$ cat src/rtl/msg_compose_pkg.sv
// -----------------------------------------------------------------------------
// msg_compose_pkg
// Shared definitions for the message composer: FSM state encoding, the ASCII
// control codes the editor reacts to, frame geometry and a printable-range
// helper.
// -----------------------------------------------------------------------------
package msg_compose_pkg;

    // Composer states
    typedef enum logic [1:0] {
        EDIT  = 2'd0,
        SEND  = 2'd1,
        CLEAR = 2'd2
    } state_t;

    // ASCII codes with special meaning to the editor
    localparam logic [7:0] ASCII_SPACE = 8'h20;
    localparam logic [7:0] ASCII_BS    = 8'h08;
    localparam logic [7:0] ASCII_CR    = 8'h0D;
    localparam logic [7:0] ASCII_FIRST = 8'h20;
    localparam logic [7:0] ASCII_LAST  = 8'h7E;

    // Frame geometry
    localparam int          MSG_CHARS = 16;
    localparam int          MSG_BITS  = MSG_CHARS * 8;
    localparam logic [4:0]  CNT_FULL  = 5'd16;
    localparam logic [4:0]  CNT_ZERO  = 5'd0;

    // A frame with every character slot blank
    localparam logic [MSG_BITS-1:0] MSG_BLANK = {MSG_CHARS{ASCII_SPACE}};

    // True for codes that are stored as characters (space through tilde)
    function automatic logic is_printable(input logic [7:0] code);
        return (code >= ASCII_FIRST) && (code <= ASCII_LAST);
    endfunction

endpackage

$ cat src/rtl/msg_compose_edge_detect.sv
// -----------------------------------------------------------------------------
// edge_detect
// Rising-edge detector for a level input. Produces a pulse in the cycle where
// the level is first seen high after having been seen low.
//
// Ports:
//   i_clk    in   clock, rising edge
//   i_rst_n  in   synchronous active-low reset
//   i_level  in   level to watch
//   o_pulse  out  high for the first cycle of each high period
//
// The pulse is combinational from the input and the registered previous level
// so that the consumer can act on the very edge that first samples the level
// high. A level that is already high while reset is asserted is masked until
// it drops, so releasing reset never fabricates an edge.
// -----------------------------------------------------------------------------
module edge_detect (
    input  logic i_clk,
    input  logic i_rst_n,
    input  logic i_level,
    output logic o_pulse
);

    logic r_prev;
    logic r_block;

    // Previous-level history and post-reset masking of an already-high level
    always_ff @(posedge i_clk) begin
        if (!i_rst_n) begin
            r_prev  <= 1'b0;
            r_block <= i_level;
        end else begin
            r_prev  <= i_level;
            r_block <= r_block & i_level;
        end
    end

    assign o_pulse = i_level & ~r_prev & ~r_block;

endmodule

$ cat src/rtl/msg_compose.sv
// -----------------------------------------------------------------------------
// msg_compose
// Keyboard-driven 16-character message editor with a send handshake toward a
// GPIO transport link.
//
// Ports:
//   clock       in   system clock, rising edge
//   resetn      in   synchronous active-low reset
//   key_valid   in   keyboard byte-available level (may stay high many cycles)
//   key_ascii   in   [7:0] ASCII of the current key
//   enable      in   editing allowed (display in sending state)
//   send_done   in   transport completion level
//   message     out  [127:0] frame, char i in bits [8i+7:8i]
//   char_count  out  [4:0] characters entered, 0..16
//   msg_ready   out  request to transport, high only while sending
//   send_err    out  one-cycle pulse when a send times out
//   full        out  char_count == 16
//
// Editing: printable keys append, BS removes the last character (slot goes
// back to space), CR with a non-empty frame starts a send. While sending,
// the frame is frozen and keys are discarded; send_done clears the frame via
// a one-cycle CLEAR state, and a timeout returns to editing with the frame
// kept and send_err pulsed. send_done wins over a simultaneous timeout.
// -----------------------------------------------------------------------------
module msg_compose
    import msg_compose_pkg::*;
#(
    parameter int TIMEOUT_CYCLES = 50_000_000
) (
    input  logic         clock,
    input  logic         resetn,
    input  logic         key_valid,
    input  logic [7:0]   key_ascii,
    input  logic         enable,
    input  logic         send_done,
    output logic [127:0] message,
    output logic [4:0]   char_count,
    output logic         msg_ready,
    output logic         send_err,
    output logic         full
);

    // Timer only needs to reach TIMEOUT_CYCLES-1
    localparam int            TW         = (TIMEOUT_CYCLES > 1) ? $clog2(TIMEOUT_CYCLES) : 1;
    localparam logic [TW-1:0] TIMER_LAST = TW'(TIMEOUT_CYCLES - 1);
    localparam logic [TW-1:0] TIMER_ZERO = TW'(0);
    localparam logic [TW-1:0] TIMER_ONE  = TW'(1);

    state_t               r_state;
    logic [MSG_BITS-1:0]  r_message;
    logic [4:0]           r_count;
    logic [TW-1:0]        r_timer;
    logic                 r_msg_ready;
    logic                 r_send_err;
    logic                 r_full;

    state_t               w_state_n;
    logic [MSG_BITS-1:0]  w_message_n;
    logic [4:0]           w_count_n;
    logic [TW-1:0]        w_timer_n;
    logic                 w_msg_ready_n;
    logic                 w_send_err_n;
    logic                 w_full_n;

    logic                 w_key_event;
    logic [6:0]           w_wr_bit;
    logic [6:0]           w_bs_bit;
    logic [3:0]           w_last_idx;

    edge_detect u_key_edge (
        .i_clk   (clock),
        .i_rst_n (resetn),
        .i_level (key_valid),
        .o_pulse (w_key_event)
    );

    // Bit offsets of the append slot and of the slot vacated by backspace.
    // At count 16 the low nibble wraps to 0, so the backspace slot is 15.
    assign w_last_idx = r_count[3:0] - 4'd1;
    assign w_wr_bit   = {r_count[3:0], 3'b000};
    assign w_bs_bit   = {w_last_idx, 3'b000};

    // Next-state and next-output logic for the composer FSM
    always_comb begin
        w_state_n    = r_state;
        w_message_n  = r_message;
        w_count_n    = r_count;
        w_timer_n    = r_timer;
        w_send_err_n = 1'b0;

        case (r_state)
            EDIT: begin
                w_timer_n = TIMER_ZERO;
                if (w_key_event && enable) begin
                    if (is_printable(key_ascii)) begin
                        if (r_count < CNT_FULL) begin
                            w_message_n[w_wr_bit +: 8] = key_ascii;
                            w_count_n                  = r_count + 5'd1;
                        end else begin
                            w_count_n = r_count;
                        end
                    end else if (key_ascii == ASCII_BS) begin
                        if (r_count != CNT_ZERO) begin
                            w_message_n[w_bs_bit +: 8] = ASCII_SPACE;
                            w_count_n                  = r_count - 5'd1;
                        end else begin
                            w_count_n = r_count;
                        end
                    end else if (key_ascii == ASCII_CR) begin
                        if (r_count != CNT_ZERO) begin
                            w_state_n = SEND;
                        end else begin
                            w_state_n = EDIT;
                        end
                    end else begin
                        w_state_n = EDIT;
                    end
                end else begin
                    w_state_n = EDIT;
                end
            end

            SEND: begin
                // Completion is checked before the timeout so it wins a tie
                if (send_done) begin
                    w_state_n = CLEAR;
                    w_timer_n = TIMER_ZERO;
                end else if (r_timer == TIMER_LAST) begin
                    w_state_n    = EDIT;
                    w_timer_n    = TIMER_ZERO;
                    w_send_err_n = 1'b1;
                end else begin
                    w_timer_n = r_timer + TIMER_ONE;
                end
            end

            CLEAR: begin
                w_state_n   = EDIT;
                w_message_n = MSG_BLANK;
                w_count_n   = CNT_ZERO;
                w_timer_n   = TIMER_ZERO;
            end

            default: begin
                // Unreachable encoding: recover to an empty editor
                w_state_n   = EDIT;
                w_message_n = MSG_BLANK;
                w_count_n   = CNT_ZERO;
                w_timer_n   = TIMER_ZERO;
            end
        endcase

        w_msg_ready_n = (w_state_n == SEND);
        w_full_n      = (w_count_n == CNT_FULL);
    end

    // State and output registers
    always_ff @(posedge clock) begin
        if (!resetn) begin
            r_state     <= EDIT;
            r_message   <= MSG_BLANK;
            r_count     <= CNT_ZERO;
            r_timer     <= TIMER_ZERO;
            r_msg_ready <= 1'b0;
            r_send_err  <= 1'b0;
            r_full      <= 1'b0;
        end else begin
            r_state     <= w_state_n;
            r_message   <= w_message_n;
            r_count     <= w_count_n;
            r_timer     <= w_timer_n;
            r_msg_ready <= w_msg_ready_n;
            r_send_err  <= w_send_err_n;
            r_full      <= w_full_n;
        end
    end

    assign message    = r_message;
    assign char_count = r_count;
    assign msg_ready  = r_msg_ready;
    assign send_err   = r_send_err;
    assign full       = r_full;

endmodule

$ cat config.mk
export PLATFORM = sky130hd
export DESIGN_NAME = msg_compose
export DESIGN_NICKNAME = d
export VERILOG_FILES = /design/src/rtl/msg_compose_pkg.sv /design/src/rtl/msg_compose_edge_detect.sv /design/src/rtl/msg_compose.sv
export SDC_FILE = /design/constraint.sdc
export NUM_CORES = 1
export LEC_CHECK = 0
export ABC_AREA = 1
export CAP_MARGIN = 5
export CORE_UTILIZATION = 53
export CTS_CLUSTER_SIZE = 24
export DETAILED_ROUTE_END_ITERATION = 10
export PLACE_DENSITY = 0.85
export SLEW_MARGIN = 0
export SYNTH_ARGS = -nofsm -noshare
export SYNTH_HDL_FRONTEND = slang
export SYNTH_SLANG_ARGS = --single-unit
$ cat constraint.sdc
create_clock -name clock -period 2.85 [get_ports clock]
set_input_delay 0.7125 -clock clock [delete_from_list [all_inputs] [get_ports clock]]
set_output_delay 0.7125 -clock clock [all_outputs]
set_load 0.01 [all_outputs]
==> results of run 1 <==
## power by group
| group | total [mW] | internal [mW] | switching, mW | leakage [nW] |
|---|---|---|---|---|
| logic | 0.390 | 0.128 | 0.262 | 2.41 |
| registers | 2.33 | 2.33 | 0.00559 | 1.34 |
| clock network | 2.28 | 1.19 | 1.08 | 0.289 |
| total | 5.00 | 3.65 | 1.35 | 4.04 |
## Yosys cell counts, types with 3 or more instances
master / n
a21oi_1: 119
buf_2: 9
buf_4: 5
buf_6: 12
clkbuf_1: 19
dfxtp_1: 166
ha_1: 8
inv_1: 91
inv_2: 8
nand2_1: 265
nand2_2: 14
nand2_4: 5
nand3_1: 78
nand3_2: 10
nand3_4: 7
nand4_1: 107
nor2_1: 108
nor2_2: 3
nor2_8: 3
nor3_1: 24
nor4_1: 5
o211ai_1: 7
o21ai_0: 7
o21ai_4: 3
or2_2: 5
xor2_1: 4
## state kept, by name (all words and copies together), names as in the netlist
signal and flops:
send_err 1, u_key_edge.r_block 1, full 1, r_timer 26, message 128, r_state 2, u_key_edge.r_prev 1, char_count 5
msg_ready 1
## per-layer routing
layer,vias up,GRT usage (%)
met1,3923,42.6
met4,0,12.8
met2,422,49.4
met5,-,0
li1,4054,-
met3,66,6.37
## worst register-to-register path, stage by stage (launching register included)
cell and delay, ns:
dfxtp_1 0.36, inv_2 0.12, ha_1 0.32, nand2_1 0.09, inv_1 0.30, nand2_1 0.12, nand2_2 0.10, nand2_4 0.14
o21ai_2 0.35, nand3_2 0.25, nand2_1 0.13, a21oi_1 0.06
## cell usage in the layout, fill, tap and decap left out, types with 4 or more instances in the layout
master	n
inv_2	9
nor2_1	108
buf_12	8
nand3_1	78
nor3_1	24
inv_8	5
nor4_1	5
xor2_1	4
clkinv_4	4
nand3_4	7
ha_1	8
clkdlybuf4s50_1	148
inv_1	91
buf_4	43
or2_2	5
o211ai_1	7
nand4_1	107
nand3_2	10
clkbuf_16	17
o21ai_0	7
a21oi_1	119
nand2_4	5
dfxtp_1	166
nand2_2	14
nand2_1	265
## stage by stage
stage | worst slack (ns) | power [mW] | instance area [µm²] | std cells | utilization, %
finish | 0.298 | 5.00 | 10600 | 1475 | 71.8
global route | 0.160 | 5.15 | 10600 | 1475 | 71.8
CTS | 0.323 | 5.00 | 10600 | 1475 | 71.8
detailed placement | -0.0512 | 2.76 | 9960 | 1443 | 67.7
global placement | -0.0150 | 2.76 | 9960 | 1443 | 67.7
floorplan | 0.388 | 2.63 | 8100 | 1109 | -
## final timing paths
path | slack [ns] | endpoint | startpoint | cells past startpoint
setup / recovery | 0.30 | message[12] | key_ascii[5] | 11
hold / removal | 0.44 | message[7] | message[7] | 2
setup reg to reg | 0.40 | message[56] | char_count[0] | 11
hold reg to reg | 0.44 | message[7] | message[7] | 2
## cell families after synthesis
kind of cell | count (synthesis) | synth area share (%)
buffers and inverters | 149 | 8.86
XOR/XNOR | 6 | 0.648
AO/OA/AOI/OAI | 144 | 9.91
adder cells (fa/ha/maj) | 8 | 1.24
flip-flops | 166 | 41.0
AND/OR/NAND/NOR | 636 | 38.3
## final cells by class
type | count | area, µm²
well taps | 184 | 230
flip-flops and latches | 166 | 3320
clock buffers | 18 | 439
clock inverters | 14 | 156
fillers | 1173 | 4150
multi-input cells | 794 | 4060
inverters | 100 | 375
repair buffers | 199 | 1960
==> flow_summary_export.csv, run 1 <==
group,metric,value,unit
status,status,"complete, but fails checks",
status,failed_checks,"design-rule violations",
clock_network,cts_made_buffers,17,
sta,post-route-period-util,89.5,%
detailed_routing,ant_nets,0,
worst_setup_path,worstPathRequired,3.21,ns
placed_design,io_buffers,148,
clock_network,cts_resized,0,
floorplan,die_w,126,µm
sta,maxSlewHeadroom,70.1,%
sta,setup_viol,0,
sta,rsz0062_at_grt,"no",
grt,grt_pass1_vias,7815,
detailed_routing,wl_met1,10800,µm
detailed_routing,drc_errors,11,
sta,tightest_slew,0.445,ns
synthesis,ys_top_cells_by_area,"dfxtp_1, nand2_1, nand4_1",
synthesis,ys.flop_type,"dfxtp_1",
sta,hold_viol,0,
clock_network,htree_levels,4,
grt,track_usage,31.6,%
detailed_routing,first_pass_iters,11,
sta,fmax,0.392,GHz
sta,finalSetupTns,0,ns
synthesis,synth_edf_count,0,
clock_network,post-cts-setup-buffer-count,0,
grt,grt_pass1_wl,39700,µm
worst_setup_path,path_max_fanout,27,
detailed_routing,wl_per_cell,16.6,µm
sta,maxSlewViolCount,0,
worst_setup_path,worst_path_max_delay_cell,"clkdlybuf4s50_1",
floorplan,io_pins,149,
grt,overflow,0,
detailed_routing,first_iter_violations,737,
worst_setup_path,critPathCaptureType,"flip-flop",
grt,grt_max_degree,85,
detailed_routing,wl_met2,11100,µm
pwr,peakVddDrop,0.319,mV
clock_network,clk_path_buf_depth,2,
finish,drive_gt1_share,11.4,%
synthesis,synth_fp_nets,1130,
worst_setup_path,critical_path.most_common_cell,"nand2_4",
floorplan,initial_core_util,55.1,%
worst_setup_path,crit_path_max_incr_delay,0.54,ns
floorplan,die_y,126,µm
clock_network,clkTransAtPathRegs,0.07,ns
detailed_routing,met3WireLength,1980,µm
sta,skew,0.0104,ns
floorplan,core,14700,µm²
floorplan,row_count,44,
sta,period_needed,2.55,ns
detailed_routing,topRoutingLayerUsed,"met4",
worst_setup_path,worstPathCellList,"clkdlybuf4s50_1 -> inv_1 -> a21oi_4 -> nand2_4 -> o21ai_2 -> nand2_2 -> nand2_4 -> buf_12 -> buf_4 -> nand4_1 -> a21oi_1",
floorplan,dieArea,15800,µm²
worst_setup_path,crit_type,"in -> reg",
detailed_routing,vias_per_cell,5.74,
worst_setup_path,startpoint_type,"primary input",
clock_network,clock_latency,0.45,ns
pwr,p_leak,4.04,nW
grt,antenna_found_initial,0,
finish,fin_nets,1299,
pwr,power_density,474,nW/µm²
synthesis,synthArstFlopShare,0,%
synthesis,yosysWarnings,0,
synthesis,syn_area_per_cell,7.31,µm²
job,drv_cap,0,
synthesis,netlist_area,8100,µm²
finish,antennaDiodeCount,0,
clock_network,cts-root-buf,"clkbuf_16",
synthesis,synth_top_area_share,41.0,%
clock_network,ctsHoldBuffers,0,
placed_design,place.gp.congestion,1.04,
detailed_routing,routed_wl,24500,µm
synthesis,seq_area_frac_synth,41.0,%
finish,area_delta_synth_final,30.2,%
worst_setup_path,arrival,2.92,ns
synthesis,syn_inst,1109,
min_path,worstHoldPathType,"reg -> reg",
synthesis,synth_cell_types,39,
detailed_routing,vias,8465,
clock_network,tritoncts,"done",
worst_setup_path,critPathTopFamily,"buffers and inverters",
synthesis,ys_seq_elements,166,
placed_design,post-dp-hpwl,17700,µm
synthesis,synth_area_leader_cell,"dfxtp_1",
worst_setup_path,worst-path-buf-inv,4,
sta,hold_ws,0.437,ns
clock_network,cts.sinks,166,
No activity file was read; power rests on OpenSTA's default activity.
==> run 2, diff against run 1 <==
- SLEW_MARGIN: 0 -> unset
==> results of run 2 <==
No change in the layout: final DEF, timing and power equal those of run 1.
